File: src/rtl/mac_pkg.sv
// mac_pkg: shared definitions for the MAC accumulator slice.
//   - mac_state_e   : control FSM states
//   - OP_W / PROD_W : operand and product widths of the 8x8 signed multiplier
//   - sign_ext_prod : sign-extends a product to 64 bits; callers truncate to
//                     their accumulator width with a size cast
package mac_pkg;

    localparam int OP_W   = 8;
    localparam int PROD_W = 16;

    typedef enum logic [2:0] {
        IDLE,
        ISSUE,
        GUARD,
        WAIT,
        ACCUM,
        DONE,
        DRAIN
    } mac_state_e;

    function automatic logic [63:0] sign_ext_prod(input logic [PROD_W-1:0] p);
        return {{(64-PROD_W){p[PROD_W-1]}}, p};
    endfunction

endpackage

File: src/rtl/mac_accumulator_if.sv
// mac_accumulator_if: operand-pair stream into the MAC accumulator.
//   in_valid : pair valid            (master -> slave)
//   in_ready : slave can accept pair (slave  -> master)
//   in_a     : signed operand A      (master -> slave)
//   in_b     : signed operand B      (master -> slave)
//   in_last  : pair ends the frame   (master -> slave)
interface mac_accumulator_if;
    import mac_pkg::*;

    logic            in_valid;
    logic            in_ready;
    logic [OP_W-1:0] in_a;
    logic [OP_W-1:0] in_b;
    logic            in_last;

    modport master (output in_valid, output in_a, output in_b, output in_last,
                    input  in_ready);
    modport slave  (input  in_valid, input  in_a, input  in_b, input  in_last,
                    output in_ready);
endinterface

File: src/rtl/mac_acc_add.sv
// mac_acc_add: combinational accumulate step.
//   acc_i  : current accumulator (ACC_W, signed)
//   prod_i : signed 16-bit product to add
//   sum_o  : next accumulator value
//   ovf_o  : signed overflow of this add
// Build option MAC_SAT_EN: when defined, an overflowing add clamps to the most
// positive / most negative ACC_W value according to the addend sign; when
// undefined the sum wraps in two's complement. ovf_o is reported either way.
module mac_acc_add
    import mac_pkg::*;
#(
    parameter int ACC_W = 24
) (
    input  logic [ACC_W-1:0]  acc_i,
    input  logic [PROD_W-1:0] prod_i,
    output logic [ACC_W-1:0]  sum_o,
    output logic              ovf_o
);

    logic [ACC_W-1:0] addend;
    logic [ACC_W-1:0] raw_sum;
`ifdef MAC_SAT_EN
    logic [ACC_W-1:0] sat_val;
`endif

    always_comb begin
        addend  = ACC_W'(sign_ext_prod(prod_i));
        raw_sum = acc_i + addend;
        // Overflow only when both operands share a sign that the sum lacks.
        ovf_o   = (acc_i[ACC_W-1] == addend[ACC_W-1]) &&
                  (raw_sum[ACC_W-1] != acc_i[ACC_W-1]);
        sum_o   = raw_sum;
`ifdef MAC_SAT_EN
        sat_val = '1;
        sat_val[ACC_W-1] = 1'b0;
        if (addend[ACC_W-1]) begin
            sat_val = '0;
            sat_val[ACC_W-1] = 1'b1;
        end
        if (ovf_o) begin
            sum_o = sat_val;
        end
`endif
    end

endmodule

File: src/rtl/mac_accumulator.sv
// mac_accumulator: dot-product stage in front of a sequential signed 8x8
// multiplier. Each accepted operand pair is issued to the multiplier, the
// product is sign-extended and accumulated; a frame ends on in_last and
// yields one acc_valid pulse.
// Ports:
//   clk, rst_n   : clock, asynchronous active-low reset
//   clear        : synchronous frame abort (zeroes acc/count/overflow)
//   in_if        : operand-pair stream (slave side)
//   mul_start    : one-cycle start pulse to multiplier
//   mul_a, mul_b : operands to multiplier, stable between issues
//   mul_product  : signed product from multiplier
//   mul_ready    : multiplier result valid / idle
//   acc_out      : signed accumulated result (ACC_W)
//   acc_valid    : one-cycle pulse, acc_out is a final frame result
//   count        : pairs accumulated in current/last frame (wraps)
//   overflow     : sticky signed-overflow flag for current/last frame
// Build option MAC_SAT_EN selects saturating accumulation (see mac_acc_add).
module mac_accumulator
    import mac_pkg::*;
#(
    parameter int ACC_W = 24,
    parameter int CNT_W = 8
) (
    input  logic              clk,
    input  logic              rst_n,
    input  logic              clear,
    mac_accumulator_if.slave  in_if,
    output logic              mul_start,
    output logic [OP_W-1:0]   mul_a,
    output logic [OP_W-1:0]   mul_b,
    input  logic [PROD_W-1:0] mul_product,
    input  logic              mul_ready,
    output logic [ACC_W-1:0]  acc_out,
    output logic              acc_valid,
    output logic [CNT_W-1:0]  count,
    output logic              overflow
);

    mac_state_e        state_q, state_d;
    logic              in_ready_q;
    logic              accept;
    logic [OP_W-1:0]   a_q, a_d;
    logic [OP_W-1:0]   b_q, b_d;
    logic              last_q, last_d;
    logic [PROD_W-1:0] prod_q, prod_d;
    logic [ACC_W-1:0]  acc_q, acc_d;
    logic [CNT_W-1:0]  cnt_q, cnt_d;
    logic              ovf_q, ovf_d;
    logic              newf_q, newf_d;
    logic [ACC_W-1:0]  add_sum;
    logic              add_ovf;

    mac_acc_add #(
        .ACC_W (ACC_W)
    ) u_add (
        .acc_i  (acc_q),
        .prod_i (prod_q),
        .sum_o  (add_sum),
        .ovf_o  (add_ovf)
    );

    // Next-state logic; clear overrides acceptance and normal sequencing.
    always_comb begin
        state_d = state_q;
        accept  = 1'b0;
        case (state_q)
            IDLE: begin
                if (in_if.in_valid && in_ready_q) begin
                    accept  = 1'b1;
                    state_d = ISSUE;
                end
            end
            ISSUE:   state_d = GUARD;
            GUARD:   state_d = WAIT;
            WAIT:    if (mul_ready) state_d = ACCUM;
            ACCUM:   state_d = last_q ? DONE : IDLE;
            DONE:    state_d = IDLE;
            DRAIN:   if (mul_ready) state_d = IDLE;
            default: state_d = IDLE;
        endcase
        if (clear) begin
            accept = 1'b0;
            case (state_q)
                ISSUE, GUARD, WAIT: state_d = DRAIN;
                // A drain already in progress must still absorb the
                // outstanding product before new work is issued.
                DRAIN:   state_d = state_d;
                default: state_d = IDLE;
            endcase
        end
    end

    // Datapath next-state.
    always_comb begin
        a_d    = a_q;
        b_d    = b_q;
        last_d = last_q;
        prod_d = prod_q;
        acc_d  = acc_q;
        cnt_d  = cnt_q;
        ovf_d  = ovf_q;
        newf_d = newf_q;
        if (accept) begin
            a_d    = in_if.in_a;
            b_d    = in_if.in_b;
            last_d = in_if.in_last;
            // Results of the finished frame stay visible until the next
            // frame's first pair is taken.
            if (newf_q) begin
                acc_d  = '0;
                cnt_d  = '0;
                ovf_d  = 1'b0;
                newf_d = 1'b0;
            end
        end
        if (state_q == WAIT && mul_ready) begin
            prod_d = mul_product;
        end
        if (state_q == ACCUM) begin
            acc_d = add_sum;
            cnt_d = cnt_q + CNT_W'(1);
            ovf_d = ovf_q | add_ovf;
        end
        if (state_q == DONE) begin
            newf_d = 1'b1;
        end
        if (clear) begin
            acc_d  = '0;
            cnt_d  = '0;
            ovf_d  = 1'b0;
            newf_d = 1'b0;
        end
    end

    always_ff @(posedge clk or negedge rst_n) begin
        if (!rst_n) begin
            state_q    <= IDLE;
            in_ready_q <= 1'b0;
            a_q        <= '0;
            b_q        <= '0;
            last_q     <= 1'b0;
            prod_q     <= '0;
            acc_q      <= '0;
            cnt_q      <= '0;
            ovf_q      <= 1'b0;
            newf_q     <= 1'b0;
        end else begin
            state_q    <= state_d;
            // Registered so that in_ready reads 0 while held in reset.
            in_ready_q <= (state_d == IDLE);
            a_q        <= a_d;
            b_q        <= b_d;
            last_q     <= last_d;
            prod_q     <= prod_d;
            acc_q      <= acc_d;
            cnt_q      <= cnt_d;
            ovf_q      <= ovf_d;
            newf_q     <= newf_d;
        end
    end

    assign in_if.in_ready = in_ready_q;
    assign mul_start      = (state_q == ISSUE);
    assign mul_a          = a_q;
    assign mul_b          = b_q;
    assign acc_out        = acc_q;
    assign acc_valid      = (state_q == DONE) && !clear;
    assign count          = cnt_q;
    assign overflow       = ovf_q;

endmodule

File: src/flat_wrapper.sv
// flat-port wrapper written by rule: the top's interface ports become plain ports
module mac_accumulator_flat import mac_pkg::*;
#(
    parameter int ACC_W = 24,
    parameter int CNT_W = 8
)
  (clk, rst_n, clear, mul_start, mul_a, mul_b, mul_product, mul_ready, acc_out, acc_valid, count, overflow, in_if_in_valid, in_if_in_a, in_if_in_b, in_if_in_last, in_if_in_ready);
  mac_accumulator_if in_if_i ();
  input  logic clk;
  input  logic rst_n;
  input  logic clear;
  output logic mul_start;
  output logic [OP_W-1:0] mul_a;
  output logic [OP_W-1:0] mul_b;
  input  logic [PROD_W-1:0] mul_product;
  input  logic mul_ready;
  output logic [ACC_W-1:0] acc_out;
  output logic acc_valid;
  output logic [CNT_W-1:0] count;
  output logic overflow;
  input wire logic [$bits(in_if_i.in_valid)-1:0] in_if_in_valid;
  input wire logic [$bits(in_if_i.in_a)-1:0] in_if_in_a;
  input wire logic [$bits(in_if_i.in_b)-1:0] in_if_in_b;
  input wire logic [$bits(in_if_i.in_last)-1:0] in_if_in_last;
  output wire logic [$bits(in_if_i.in_ready)-1:0] in_if_in_ready;
  assign in_if_i.in_valid = in_if_in_valid;
  assign in_if_i.in_a = in_if_in_a;
  assign in_if_i.in_b = in_if_in_b;
  assign in_if_i.in_last = in_if_in_last;
  assign in_if_in_ready = in_if_i.in_ready;
  mac_accumulator #(.ACC_W(ACC_W), .CNT_W(CNT_W)) u_core (.clk(clk), .rst_n(rst_n), .clear(clear), .in_if(in_if_i), .mul_start(mul_start), .mul_a(mul_a), .mul_b(mul_b), .mul_product(mul_product), .mul_ready(mul_ready), .acc_out(acc_out), .acc_valid(acc_valid), .count(count), .overflow(overflow));
endmodule
File: config.mk
export PLATFORM = sky130hd
export DESIGN_NAME = mac_accumulator_flat
export DESIGN_NICKNAME = d
export VERILOG_FILES = /design/src/rtl/mac_pkg.sv /design/src/rtl/mac_accumulator_if.sv /design/src/rtl/mac_acc_add.sv /design/src/rtl/mac_accumulator.sv /design/src/flat_wrapper.sv
export SDC_FILE = /design/constraint.sdc
export NUM_CORES = 1
export LEC_CHECK = 0
export CAP_MARGIN = 25
export CORE_MARGIN = 2
export CORE_UTILIZATION = 46
export CTS_BUF_LIST = sky130_fd_sc_hd__clkbuf_16
export CTS_CLUSTER_SIZE = 10
export DETAILED_ROUTE_END_ITERATION = 7
export PLACE_DENSITY = 0.76
export SYNTH_ARGS = -nofsm -noshare
export SYNTH_HDL_FRONTEND = slang
export SYNTH_SLANG_ARGS = --single-unit
File: constraint.sdc
create_clock -name clk -period 2.3 [get_ports clk]
set_input_delay 0.46 -clock clk [delete_from_list [all_inputs] [get_ports clk]]
set_output_delay 0.46 -clock clk [all_outputs]
set_load 0.05 [all_outputs]
After elaboration in Yosys (flattened, before gate mapping):

Index checks and enable logic that the tools add are counted.

* add/sub/neg operators: 2
* eq/ne operators: 8
* mux-type cells: 25
* bitwise gates (word level): 1
* reductions and logical operators: 12

Operator list (count)
* $mux 24: 4
* $mux 8: 4
* $add 24x24->24: 1
* $pmux 3 s6: 1
* $mux 3: 5
* $mux 1: 10
* $eq 3x3->1 const B: 3
* $reduce_bool 3->1: 3
* $add 8x1->8 const B: 1
* $eq 3x2->1 const B: 2
* $logic_not 3->1: 2
* $pmux 3 s2: 1
* $logic_and 1x1->1: 4
* $eq 3x1->1 const B: 1
* $reduce_or 3->1: 1
* $reduce_and 2->1: 1
* $eq 1x1->1: 1
* $logic_not 1->1: 1
* $ne 1x1->1: 1
* $or 1x1->1: 1

* bits in registers: 71
* output and inout port bits: 52
* logic and storage cells: 58

Longest topological paths before layout:

* word-level depth: 7
* gate-level depth with buffers: 9
* mapped depth without buffers: 9

Modules after synthesis:

From an unflattened synthesis, not the netlist that was laid out.

* cells, all modules: 368
* area, all modules: 4129.0 µm²

Modules (own cells, without submodules)
* mac_accumulator: times used 1, cells an instance 205, area an instance 2925.3 µm², seq. area each 1776.7 µm²
* mac_acc_add: times used 1, cells an instance 163, area an instance 1203.7 µm², seq. area each 0.0 µm²

Least setup slack after synthesis:

Ideal clock, no wire load.

* path kind: reg-to-reg
* start point: register u_core.acc_q[0] (netlist: u_core.acc_out[0])
* end point: register u_core.acc_q[20] (netlist: u_core.acc_out[20])
* library setup time: 0.130 ns
* data arrival time: 2.339 ns
* setup slack: -0.169 ns
* cell stages (with the launch flop): 10
* path buffers: 0
* clock period less this slack: 2.469 ns
* path through: dfrtp_1 -> ha_1 -> fa_1 -> a21oi_1 -> o21ai_1 -> o2111ai_2 -> nand3_2 -> a31oi_2 -> xor2_1 -> o21ai_1

* longest elaborated chain between the ends: 3

RTL lines
* from (decl): RTL line mac_accumulator.sv:46 `logic [ACC_W-1:0] acc_q, acc_d;`
* from (signal assigned): RTL line mac_accumulator.sv:143 `acc_q <= '0;`
* from (signal assigned): RTL line mac_accumulator.sv:155 `acc_q <= acc_d;`
* $add 24x24->24: RTL line mac_acc_add.sv:28 `raw_sum = acc_i + addend;`
* $mux 24: RTL line mac_accumulator.sv:119 `if (state_q == ACCUM) begin`
* $mux 24: RTL line mac_accumulator.sv:127 `if (clear) begin`

No other way between the ends.
A chain may end at the register's enable or synchronous reset.

Worst setup path in the final report:

* start point: register u_core.prod_q[8]
* end point: register u_core.acc_q[23] (netlist: u_core.acc_out[23])

* longest elaborated chain between the ends: 3

RTL lines
* from (decl): RTL line mac_accumulator.sv:45 `logic [PROD_W-1:0] prod_q, prod_d;`
* from (signal assigned): RTL line mac_accumulator.sv:154 `prod_q <= prod_d;`
* $add 24x24->24: RTL line mac_acc_add.sv:28
* $mux 24: RTL line mac_accumulator.sv:119
* $mux 24: RTL line mac_accumulator.sv:127

No other way between the ends.

==> out/qor.yml <==
cts_buffers: 9
ys.flop_type: "dfrtp_1"
htreeDepth: 3
ys_types: 58
status: "finished clean"
maxSlewViolCount: 0
critPathKind: "flop to flop"
drtIter0Drc: 130
detail-route-antenna-nets: 0
startpoint_type: "flop"
required_ns: 2.50
grt_max_degree: 29
core_mm2: 0.00872
die-area_mm2: 0.00979
initial_core_util_pct: 47.5
layout.nets: 578
postPlaceCellArea_mm2: 0.00531
ys_seq_area_share_pct: 42.8
setup_violations: 0
clock_skew_ns: 0.00862
instances_no_fill: 628
power_density_mw_per_mm2: 1350
synth_cells: 411
hold_violations: 0
area_delta_synth_final_pct: 36.7
grt_pass1_vias: 3514
dieWidth_um: 98.9
fin_crit_sh_pct: 96.9
dr_total_vias: 3539
antenna_found_initial: 0
fmax_ghz: 0.449
io_pins: 90
grtUsageTotal_pct: 21.1
port_buffers: 89
p_leak_nw: 2.46
ys.warnings.count: 0
final_cell_mix: "clkdlybuf4s50_1, dfrtp_1, nand2_1"
crit_fanout: 6
drc: 0
slew_headroom_pct: 59.5
layout_min_cycle_time_ns: 2.23
wl_per_cell_um: 16.0
final_common_cell: "clkdlybuf4s50_1"
synth_area_mm2: 0.00415
worstHoldPathType: "input pin to async pin"
hpwlAfterDp_um: 7420
hold_ws_ns: 0.130
endpoint_kind: "flop"
ir_drop_v: 0.000955
gp_congestion: 0.931
drtPass1Iterations: 4
clk_pin_slew_ns: 0.06
cts_hold_buf: 0
rows: 34
syn_area_per_cell_um2: 10.1
tightest_slew_ns: 0.607
max_cap_viol_count: 0
synth_edf_count: 0
via_per_inst: 5.64
tritoncts: "built"
cts-root-buf: "clkbuf_16"
antennaDiodeCount: 0
ys_ff_latch: 71
fp.dieH_um: 98.9
rsz0062_at_grt: "yes"
stdcell_area_mm2: 0.00567
dp.cells: 612
grt_pass1_wl_um: 16800
totalWireLength_um: 10100
drive_gt1_share_pct: 20.4
synth_fp_nets: 474
arrival_ns: 2.43
cts.sinks: 71
clk_latency_ns: 0.33
async_flop_share_pct: 100
gr-total-overflow: 0
cts_buffer_depth: 2
area by class of cell:
| cell class | count | area, um^2 |
|---|---|---|
| Inverter | 5 | 18.8 |
| Fill cell | 668 | 3050 |
| Timing Repair Buffer | 114 | 1120 |
| Tap cell | 108 | 135 |
| Sequential cell | 71 | 1780 |
| Clock inverter | 7 | 71.3 |
| Clock buffer | 9 | 225 |
| Multi-Input combinational cell | 314 | 2320 |
cells by family after synthesis:
| logic type | share of synthesized area [%] |
|---|---|
| AND/OR/NAND/NOR | 13.0 |
| flip-flops | 42.8 |
| multiplexers | 9.93 |
| buffers and inverters | 2.81 |
| adder cells (fa/ha/maj) | 7.72 |
| XOR/XNOR | 4.44 |
| AO/OA/AOI/OAI | 19.3 |
where the power goes:
part           internal, W  switching [W]  total (W)
sequential         0.00169       0.000408    0.00210
combinational      0.00167        0.00247    0.00415
clock             0.000842       0.000559    0.00140
per-layer routing:
metal	vias up	GRT usage [%]	part of all wire, %
met5	-	0	0
met4	0	7.59	0.91
met3	6	4.75	6.9
met2	107	34.5	49
met1	1708	27.6	43
li1	1718	-	-
timing repair:
| action | CTS | global route |
|---|---|---|
| pin swaps | 1 | 6 |
| gates resized for setup | 2 | 15 |
| setup buffers | 0 | 0 |
| endpoints found under the setup margin | 3 | 11 |
worst max-delay path: stages (launching register included):
cell and delay (ns):
dfrtp_1 0.39, ha_2 0.39, nand4_1 0.15, nor3_2 0.29
o21ai_2 0.12, a21oi_2 0.22, a31o_4 0.21, mux2i_1 0.20
o211ai_1 0.11
cell usage after synthesis (2+ instances only):
| cell type | number | area [um^2] |
|---|---|---|
| nor3_1 | 6 | 30.0 |
| o22ai_1 | 4 | 25.0 |
| a221oi_1 | 3 | 26.3 |
| and3_1 | 6 | 37.5 |
| xor2_1 | 14 | 123 |
| nor2b_1 | 2 | 12.5 |
| or3_1 | 2 | 12.5 |
| xnor2_1 | 7 | 61.3 |
| nor3b_1 | 2 | 15.0 |
| and4_1 | 2 | 17.5 |
| clkbuf_1 | 10 | 37.5 |
| nand2_1 | 46 | 173 |
| dfrtp_1 | 71 | 1780 |
| mux2i_1 | 4 | 40.0 |
| mux2_2 | 29 | 327 |
| mux2_1 | 4 | 45.0 |
| nand2b_1 | 5 | 31.3 |
| buf_2 | 8 | 40.0 |
| o21a_1 | 2 | 15.0 |
| o21ai_0 | 34 | 170 |
| a21oi_1 | 27 | 135 |
| o211ai_1 | 5 | 37.5 |
| nand4_1 | 2 | 12.5 |
| a21o_1 | 9 | 67.6 |
| a22o_1 | 5 | 43.8 |
| a21oi_2 | 3 | 26.3 |
| a31oi_1 | 3 | 18.8 |
| nor2_1 | 20 | 75.1 |
| a211oi_1 | 5 | 37.5 |
| ha_1 | 24 | 300 |
| nand3_1 | 7 | 35.0 |
| inv_1 | 5 | 18.8 |
| o21ai_1 | 9 | 45.0 |
| buf_4 | 2 | 15.0 |
sequential cells by signal (all words and copies together) (netlist names):
register               cells
u_core.mul_b               8
u_core.last_q              1
u_core.in_if.in_ready      1
u_core.state_q             3
u_core.prod_q             16
u_core.mul_a               8
u_core.overflow            1
u_core.count               8
u_core.acc_out            24
u_core.newf_q              1
worst paths after layout:
| kind | from | to | slack [ns] | depth (start not counted) |
|---|---|---|---|---|
| setup / recovery | u_core.prod_q[8] | u_core.acc_out[23] | 0.07 | 8 |
| hold / removal | rst_n | u_core.acc_out[10] | 0.13 | 1 |
| setup reg to reg | u_core.prod_q[8] | u_core.acc_out[23] | 0.07 | 8 |
| hold reg to reg | u_core.mul_b[3] | u_core.mul_b[3] | 0.48 | 1 |
| max in group asynchronous | rst_n | u_core.acc_out[0] | 1.45 | 2 |
| min in group clk | u_core.mul_b[3] | u_core.mul_b[3] | 0.48 | 1 |
metrics by stage:
stage	total power (W)	TNS, ns	setup slack (ns)	utilization [%]
after floorplan	0.00483	0	0.00737	-
after global placement	0.00606	0	0.0598	60.9
after detailed placement	0.00617	-0.00252	-0.00252	60.9
after CTS	0.00761	0	0.0180	64.4
after global routing	0.00807	-0.0528	-0.0263	65.0
final	0.00765	0	0.0720	65.0
Note: power is estimated with default switching activity, not from simulation.
